## config.mk

```make
export PLATFORM = sky130hd
export DESIGN_NAME = load_scoreboard
export DESIGN_NICKNAME = d
export VERILOG_FILES = /design/src/rtl/core_pkg.sv /design/src/rtl/tag_fifo.sv /design/src/rtl/load_scoreboard.sv
export SDC_FILE = /design/constraint.sdc
export NUM_CORES = 1
export LEC_CHECK = 0
export BUFFER_PORTS_ARGS = -buffer_cell sky130_fd_sc_hd__buf_2
export CORE_MARGIN = 2
export CORE_UTILIZATION = 45
export CTS_BUF_LIST = sky130_fd_sc_hd__clkbuf_2
export DETAILED_ROUTE_END_ITERATION = 16
export MAX_ROUTING_LAYER = met4
export SLEW_MARGIN = 20
export SYNTH_ARGS = -nofsm -noshare
export SYNTH_HDL_FRONTEND = slang
export SYNTH_SLANG_ARGS = --single-unit
```

## constraint.sdc

```tcl
create_clock -name clk -period 3.6 [get_ports clk]
set_input_delay 1.08 -clock clk [delete_from_list [all_inputs] [get_ports clk]]
set_output_delay 1.08 -clock clk [all_outputs]
set_load 0.1 [all_outputs]
```

## src/rtl/core_pkg.sv

```systemverilog
// rtl/core_pkg.sv - shared load tag type and default scoreboard depth
package core_pkg;

    localparam int LOAD_SB_DEPTH = 4;

    typedef struct packed {
        logic       fw;
        logic [4:0] rd;
    } sb_tag_t;

endpackage

```

## src/rtl/tag_fifo.sv

```systemverilog
// rtl/tag_fifo.sv - in-order FIFO of outstanding load tags
module tag_fifo
    import core_pkg::*;
#(
    parameter int DEPTH = LOAD_SB_DEPTH
) (
    input  logic                     clk,
    input  logic                     rst,
    input  logic                     push,
    input  sb_tag_t                  push_tag,
    input  logic                     pop,
    output sb_tag_t                  head_tag,
    output logic                     full,
    output logic                     empty,
    output logic [$clog2(DEPTH):0]   count
);

    localparam int AW = $clog2(DEPTH);
    localparam logic [AW-1:0] PTR_ONE = AW'(1);
    localparam logic [AW:0]   CNT_ONE = (AW+1)'(1);
    localparam logic [AW:0]   CNT_MAX = (AW+1)'(DEPTH);

    sb_tag_t       r_mem [DEPTH];
    logic [AW-1:0] r_wr_ptr;
    logic [AW-1:0] r_rd_ptr;
    logic [AW:0]   r_count;
    logic          w_push;
    logic          w_pop;

    assign full     = (r_count == CNT_MAX);
    assign empty    = (r_count == '0);
    assign count    = r_count;
    assign head_tag = r_mem[r_rd_ptr];
    assign w_push   = push && !full;
    assign w_pop    = pop && !empty;

    // Pointers wrap naturally because DEPTH is a power of two.
    always_ff @(posedge clk or posedge rst) begin
        if (rst) begin
            r_wr_ptr <= '0;
            r_rd_ptr <= '0;
            r_count  <= '0;
        end else begin
            if (w_push) r_wr_ptr <= r_wr_ptr + PTR_ONE;
            if (w_pop)  r_rd_ptr <= r_rd_ptr + PTR_ONE;
            case ({w_push, w_pop})
                2'b10:   r_count <= r_count + CNT_ONE;
                2'b01:   r_count <= r_count - CNT_ONE;
                default: r_count <= r_count;
            endcase
        end
    end

    always_ff @(posedge clk) begin
        if (w_push) r_mem[r_wr_ptr] <= push_tag;
    end

endmodule

```

## src/rtl/load_scoreboard.sv

```systemverilog
// rtl/load_scoreboard.sv - load-use stall scoreboard with in-order response tracking
// LOAD_SB_FLOAT_EN adds 32 float entries to the 32 integer ones.
module load_scoreboard
    import core_pkg::*;
#(
    parameter int DEPTH = LOAD_SB_DEPTH
) (
    input  logic                     clk,
    input  logic                     rst,
    input  logic                     memr_id,
    input  logic [4:0]               rd_id,
    input  logic                     fw_id,
    input  logic [4:0]               rs1_id,
    input  logic [4:0]               rs2_id,
    input  logic [1:0]               float_read,
    input  logic                     inst,
    input  logic                     resp_valid,
    output logic                     ld_stall,
    output logic                     full,
    output logic [$clog2(DEPTH):0]   pending,
    output logic                     resp_err
);

`ifdef LOAD_SB_FLOAT_EN
    localparam int SB_W = 6;
`else
    localparam int SB_W = 5;
`endif
    localparam int SB_N = 1 << SB_W;

    function automatic logic [SB_W-1:0] sb_idx(input sb_tag_t t);
`ifdef LOAD_SB_FLOAT_EN
        return {t.fw, t.rd};
`else
        return t.rd;
`endif
    endfunction

    // x0 is never tracked; without float support float tags are never tracked.
    function automatic logic sb_tracked(input sb_tag_t t);
`ifdef LOAD_SB_FLOAT_EN
        return t.fw || (t.rd != 5'd0);
`else
        return !t.fw && (t.rd != 5'd0);
`endif
    endfunction

    logic [SB_N-1:0] r_sb;
    logic            r_resp_err;
    sb_tag_t         w_new_tag;
    sb_tag_t         w_rs1_tag;
    sb_tag_t         w_rs2_tag;
    sb_tag_t         w_head_tag;
    logic            w_full;
    logic            w_empty;
    logic            w_raw;
    logic            w_waw;
    logic            w_issue;
    logic            w_pop;

    assign w_new_tag = {fw_id, rd_id};
    assign w_rs1_tag = {float_read[1], rs1_id};
    assign w_rs2_tag = {float_read[0], rs2_id};

    assign w_raw = (sb_tracked(w_rs1_tag) && r_sb[sb_idx(w_rs1_tag)]) ||
                   (sb_tracked(w_rs2_tag) && r_sb[sb_idx(w_rs2_tag)]);
    assign w_waw = memr_id && sb_tracked(w_new_tag) && r_sb[sb_idx(w_new_tag)];

    // Registered state only, so a same-cycle response never releases the stall early.
    assign ld_stall = inst && (w_raw || w_waw || (memr_id && w_full));
    assign w_issue  = inst && memr_id && !ld_stall;
    assign w_pop    = resp_valid && !w_empty;
    assign full     = w_full;
    assign resp_err = r_resp_err;

    tag_fifo #(.DEPTH(DEPTH)) u_tag_fifo (
        .clk      (clk),
        .rst      (rst),
        .push     (w_issue),
        .push_tag (w_new_tag),
        .pop      (w_pop),
        .head_tag (w_head_tag),
        .full     (w_full),
        .empty    (w_empty),
        .count    (pending)
    );

    // The set follows the clear so a same-cycle issue wins on a shared register.
    always_ff @(posedge clk or posedge rst) begin
        if (rst) begin
            r_sb       <= '0;
            r_resp_err <= 1'b0;
        end else begin
            if (w_pop && sb_tracked(w_head_tag))
                r_sb[sb_idx(w_head_tag)] <= 1'b0;
            if (w_issue && sb_tracked(w_new_tag))
                r_sb[sb_idx(w_new_tag)] <= 1'b1;
            if (resp_valid && w_empty)
                r_resp_err <= 1'b1;
        end
    end

endmodule

```

# Word-level counts from Yosys, hierarchy flattened
# Memory sizes are Yosys's and may differ from the RTL's.
# Cells that the tools add are included.
# op_classes
n_addsub,4
order_cmp,6
n_eq_ne,3
mux,15
n_bitwise,3
reduce_logical,36
# ops
op,count
$mux 32,2
$and 32x32->32,1
$not 32->32,1
$or 32x32->32,1
$lt 5x6->1 const B,4
$logic_and 1x1->1,20
$reduce_bool 5->1,4
$bmux 1 s5,3
$demux 1 s5,2
$ge 5x1->1 const B,2
$logic_not 1->1,7
$mux 1,7
$pmux 3 s2,1
$add 2x1->2 const B,2
$add 3x1->3 const B,1
$eq 3x3->1 const B,1
$logic_not 3->1,1
$logic_or 1x1->1,3
$sub 3x1->3 const B,1
$eq 2x1->1 const B,1
$eq 2x2->1 const B,1
$reduce_bool 2->1,1
# totals
register_bits,40
ram_bits,24
out_inout_bits,6
memories,1
# memory_table
name,depth,word_bits,read_ports,rd_ports_with_merged_regs,write_ports,line_no,source
u_tag_fifo.r_mem,4,6,1,0,1,tag_fifo.sv:23,sb_tag_t r_mem [DEPTH];

# Longest topological paths before layout
# depth
word_depth,12
mapped_depth,14

# Modules after synthesis
# A second synthesis with hierarchy kept.
# unflattened
hier_cells,344
hier_area_um2,3971.3
# modules_own_cells
mod,instances,cells_per_inst,area_each_um2,seq_area_each_um2
load_scoreboard,1,273,2657.5,825.8
tag_fifo,1,71,1313.8,895.9

# Least setup slack after synthesis
# Ideal clock, no wire load.
# synth_timing
path_kind,reg-to-output
from,"register u_tag_fifo.r_count[2], in the netlist u_tag_fifo.count[2]"
to,output port ld_stall
arrival_time_ps,4845
required_ps,2520
path_slack_ps,-2325
path_stages_with_launch,7
path_cell_list,dfrtp_1 > nor3b_1 > a31o_2 > a21oi_1 > o211a_1 > a211oi_1 > o21a_1
# synth_via
elab_chain_cells,4
# synth_rtl
element,line_no,source
"start, declared",tag_fifo.sv:26,logic [AW:0] r_count;
"start signal, assigned",tag_fifo.sv:47,2'b10: r_count <= r_count + CNT_ONE;
"start signal, assigned",tag_fifo.sv:48,2'b01: r_count <= r_count - CNT_ONE;
"start signal, assigned",tag_fifo.sv:49,default: r_count <= r_count;
$eq 3x3->1,tag_fifo.sv:30,assign full = (r_count == CNT_MAX);
named net full,load_scoreboard.sv:19,"output logic full,"
$logic_and 1x1->1,load_scoreboard.sv:70,assign ld_stall = inst && (w_raw || w_waw || (memr_id && w_full));
$logic_or 1x1->1,load_scoreboard.sv:70,
$logic_and 1x1->1,load_scoreboard.sv:70,
"end, declared",load_scoreboard.sv:18,"output logic ld_stall,"
# The timed path passes the listed nets, and every way through them passes these cells.

# Worst setup path in the final report
# layout_timing
from,input port rd_id[0]
to,output port ld_stall
# layout_via
elab_chain_cells,7
elab_cells_between_ends,9
classes_between,mux: 2; reduce/logical: 7
# layout_rtl
element,line_no,source
"start, declared",load_scoreboard.sv:11,"input logic [4:0] rd_id,"
"parallel branches: the longest is 3 deep, another holds $bmux 1 s5",n/a,
$logic_and 1x1->1 (*),load_scoreboard.sv:67,assign w_waw = memr_id && sb_tracked(w_new_tag) && r_sb[sb_idx(w_new_tag)];
$logic_or 1x1->1 (*) (2 in series),load_scoreboard.sv:70,
$logic_and 1x1->1 (*),load_scoreboard.sv:70,
# Mark *: on every way between the ends. The select of a mux whose other input is x is not followed.

==> results.toml <==
[run_status]
outcome = "finished, violations left"
violations = "negative setup slack"

[cells_and_area]
fin_cells = 589
utilization = 0.591
final_cell_mix = "71 x buf_4, 54 x o21ai_0, 37 x dfrtp_1, 30 x nor2_1, 24 x edfxtp_1"
final_common_cell = "buf_4"
fillers = 769
diodes = 0
syn_to_final_growth_pct = 26.6
fin_nets = 505
drive_above_1_share = 0.387

[power]
p_comb_frac = 0.447
switching_share = 0.436
internal-power_mw = 1.73
ir_drop_v = 0.000437
p_leak_nw = 2.07
fin_total_pwr_mw = 3.07
seq_power_share = 0.384
powerDensity_mw_per_mm2 = 590
switching_power_mw = 1.34
clock_power_share = 0.169

[place]
placed_cells = 552
globalplace.congestion = 0.952
pre_cts_slack_ns = -0.388
dp_hpwl_um = 8910
io_buffers = 28

[sta]
final_max_slew_viol_count = 0
rsz0062_at_grt = "yes"
period_needed_ns = 3.77
whs_ns = 0.496
fmax_mhz = 265
worst_slew_pin_slew_ns = 0.926
final.setup_skew_ns = 0.0250
setup_slack_ns = -0.175
setup_violations = 1
finalHoldViolations = 0
timing.final.crit_share = 1.05
maxSlewHeadroom = 0.382

[yosys]
synth_top_family_by_area = "compound AO/OA/AOI/OAI gates"
synth_nets = 417
async_flop_share = 0.625
synth-edff-count = 24
synth-seq-cells = 64
synth_fa_ha_area_frac = 0.0201
synth-xor-area-share = 0.0106
synthCells = 388
yosys_warnings = 0
synth_compound_area_frac = 0.183
synthFlopType = "dfrtp_1"
muxShareOfSynthArea = 0.174
ys_types = 61
synth_simple_gate_area_frac = 0.143
syn_avg_cell_area_sq_um = 10.6
yosysSeqAreaShare = 0.418
synth_area_sq_mm = 0.00411

[route]
routed_wl_um = 12400
final_antenna_net_count = 0
routed-wl-met3_um = 811
top_layer = "met4"
vias_per_cell = 6.03
vias = 3553
route.detailed.wl_per_inst_um = 21.1
drc = 0
drtIter0Drc = 275
wl_met1_um = 5340
wl_met2_um = 5820
dr.pass1.iters = 5

[setup_path]
cp.depth = 8
crit_slowest_cell = "a2111oi_4"
crit_chain = "buf_12 > mux2_4 > o2bb2ai_4 > a2111oi_4 > o211a_1 > a211oi_2 > o21a_4 > buf_12"
cp.required_ns = 2.52
crit_fanout = 6
crit_buf_inv = 2
crit_family = "compound AO/OA/AOI/OAI gates"
start_kind = "input pin"
slowest_delay_ns = 0.39
r2r_cells = 14
critical_path.most_common_cell = "buf_12"
end_kind = "output pin"
critPathArrivalTime_ns = 2.69
path_class = "in -> out"

[global_routing]
overflow = 0
grt_antenna_before_repair = 0
grt_pass1_wl_um = 19400
grt_start_max_net_pins = 38
grt_usage = 0.269
first_global_vias = 3564

[cts]
cts_tree = "yes"
clock_sink_count = 64
clockBufferDepth = 2
root_buffer = "clkbuf_2"
cts_buffers = 9
clkTransAtPathRegs_ns = 0.19
postCtsHoldBufs = 0
worstSkewPairLatency_ns = 0.53
htreeDepth = 3

[hold_path]
hold_depth = 1
min_path_type = "reg -> reg"

[die]
die_y_um = 99.6
ios = 29
dieArea_sq_mm = 0.00992
fp.coreArea_sq_mm = 0.00881
initial_utilization = 0.467
die_w_um = 99.6
row_count = 34

[flow_run]
drv_cap = 0
registers in the layout (all words and copies together) (netlist names):
signal,flops
r_sb,32
resp_err,1
u_tag_fifo.count,3
u_tag_fifo.r_mem,24
u_tag_fifo.r_rd_ptr,2
u_tag_fifo.r_wr_ptr,2
synthesized netlist by cell type, types with 4 or more instances:
cell / count / area [sq um]
nand3_1: 12 / 60.1
or3_1: 9 / 56.3
nand3b_1: 5 / 37.5
clkbuf_1: 4 / 15.0
o21ai_0: 55 / 275
o31ai_2: 6 / 75.1
ha_1: 5 / 62.6
nand2b_1: 11 / 68.8
dfrtp_1: 40 / 1000
mux4_2: 23 / 518
inv_1: 15 / 56.3
nand2_1: 16 / 60.1
buf_2: 14 / 70.1
o31ai_1: 4 / 30.0
nor2_1: 32 / 120
nor3_1: 11 / 55.1
edfxtp_1: 24 / 721
mux2i_1: 16 / 160
o21ai_1: 22 / 110
what timing repair did:
| item | CTS | global route |
|---|---|---|
| gates resized for setup | 22 | 27 |
| pin swaps | 11 | 14 |
| cloned | 0 | 1 |
| endpoints found under the setup margin | 1 | 3 |
| setup buffers | 11 | 11 |
metrics by stage:
| stage | cell area, sq um | TNS [ns] |
|---|---|---|
| 3_5_place_dp | 4700 | -0.760 |
| 4_1_cts | 5010 | -0.188 |
| 2_1_floorplan | 4160 | -0.174 |
| 6_report | 5210 | -0.175 |
| 5_1_grt | 5210 | -0.210 |
| 3_3_place_gp | 4700 | -0.645 |
power groups by stage:
stage | Sequential, mW | Combinational [mW] | Clock [mW]
floorplan | 1.22 | 0.835 | 0
global placement | 1.19 | 1.25 | 0
detailed placement | 1.19 | 1.27 | 0
CTS | 1.18 | 1.33 | 0.525
global route | 1.21 | 1.47 | 0.561
finish | 1.18 | 1.37 | 0.519
worst paths after layout:
path | from | endpoint | slack, ns
worst max-delay path | rd_id[0] | ld_stall | -0.17
worst min-delay path | resp_err | resp_err | 0.50
worst max register to register | r_sb[22] | u_tag_fifo.count[2] | 0.63
worst min register to register | resp_err | resp_err | 0.50
max in group asynchronous | rst | r_sb[22] | 2.20
min in group asynchronous | rst | r_sb[7] | 0.71
per-layer routing:
| metal | track usage | vias up |
|---|---|---|
| li1 | - | 1635 |
| met3 | 0.0372 | 40 |
| met2 | 0.410 | 154 |
| met5 | - | - |
| met4 | 0.130 | 0 |
| met1 | 0.358 | 1724 |
area by class of cell:
cell class | instances | area (sq um) | share of cell area
Multi-Input combinational cell | 282 | 2310 | 0.443
Sequential cell | 64 | 1730 | 0.331
Timing Repair Buffer | 104 | 843 | 0.162
Tap cell | 108 | 135 | 0.0259
Clock inverter | 7 | 96.3 | 0.0185
Inverter | 15 | 56.3 | 0.0108
Clock buffer | 9 | 45.0 | 0.00865
kinds of logic (layout without fill, tap and decap cells):
kind of cell,after synthesis,count (layout)
AOI/OAI and AO/OA,116,116
muxes,42,42
xor gates and xnor gates,5,5
and+or+nand+nor,113,113
adders and majority gates,6,6
buffers and inverters,42,135
DFF,64,64
(Power assumes the default switching activity.)
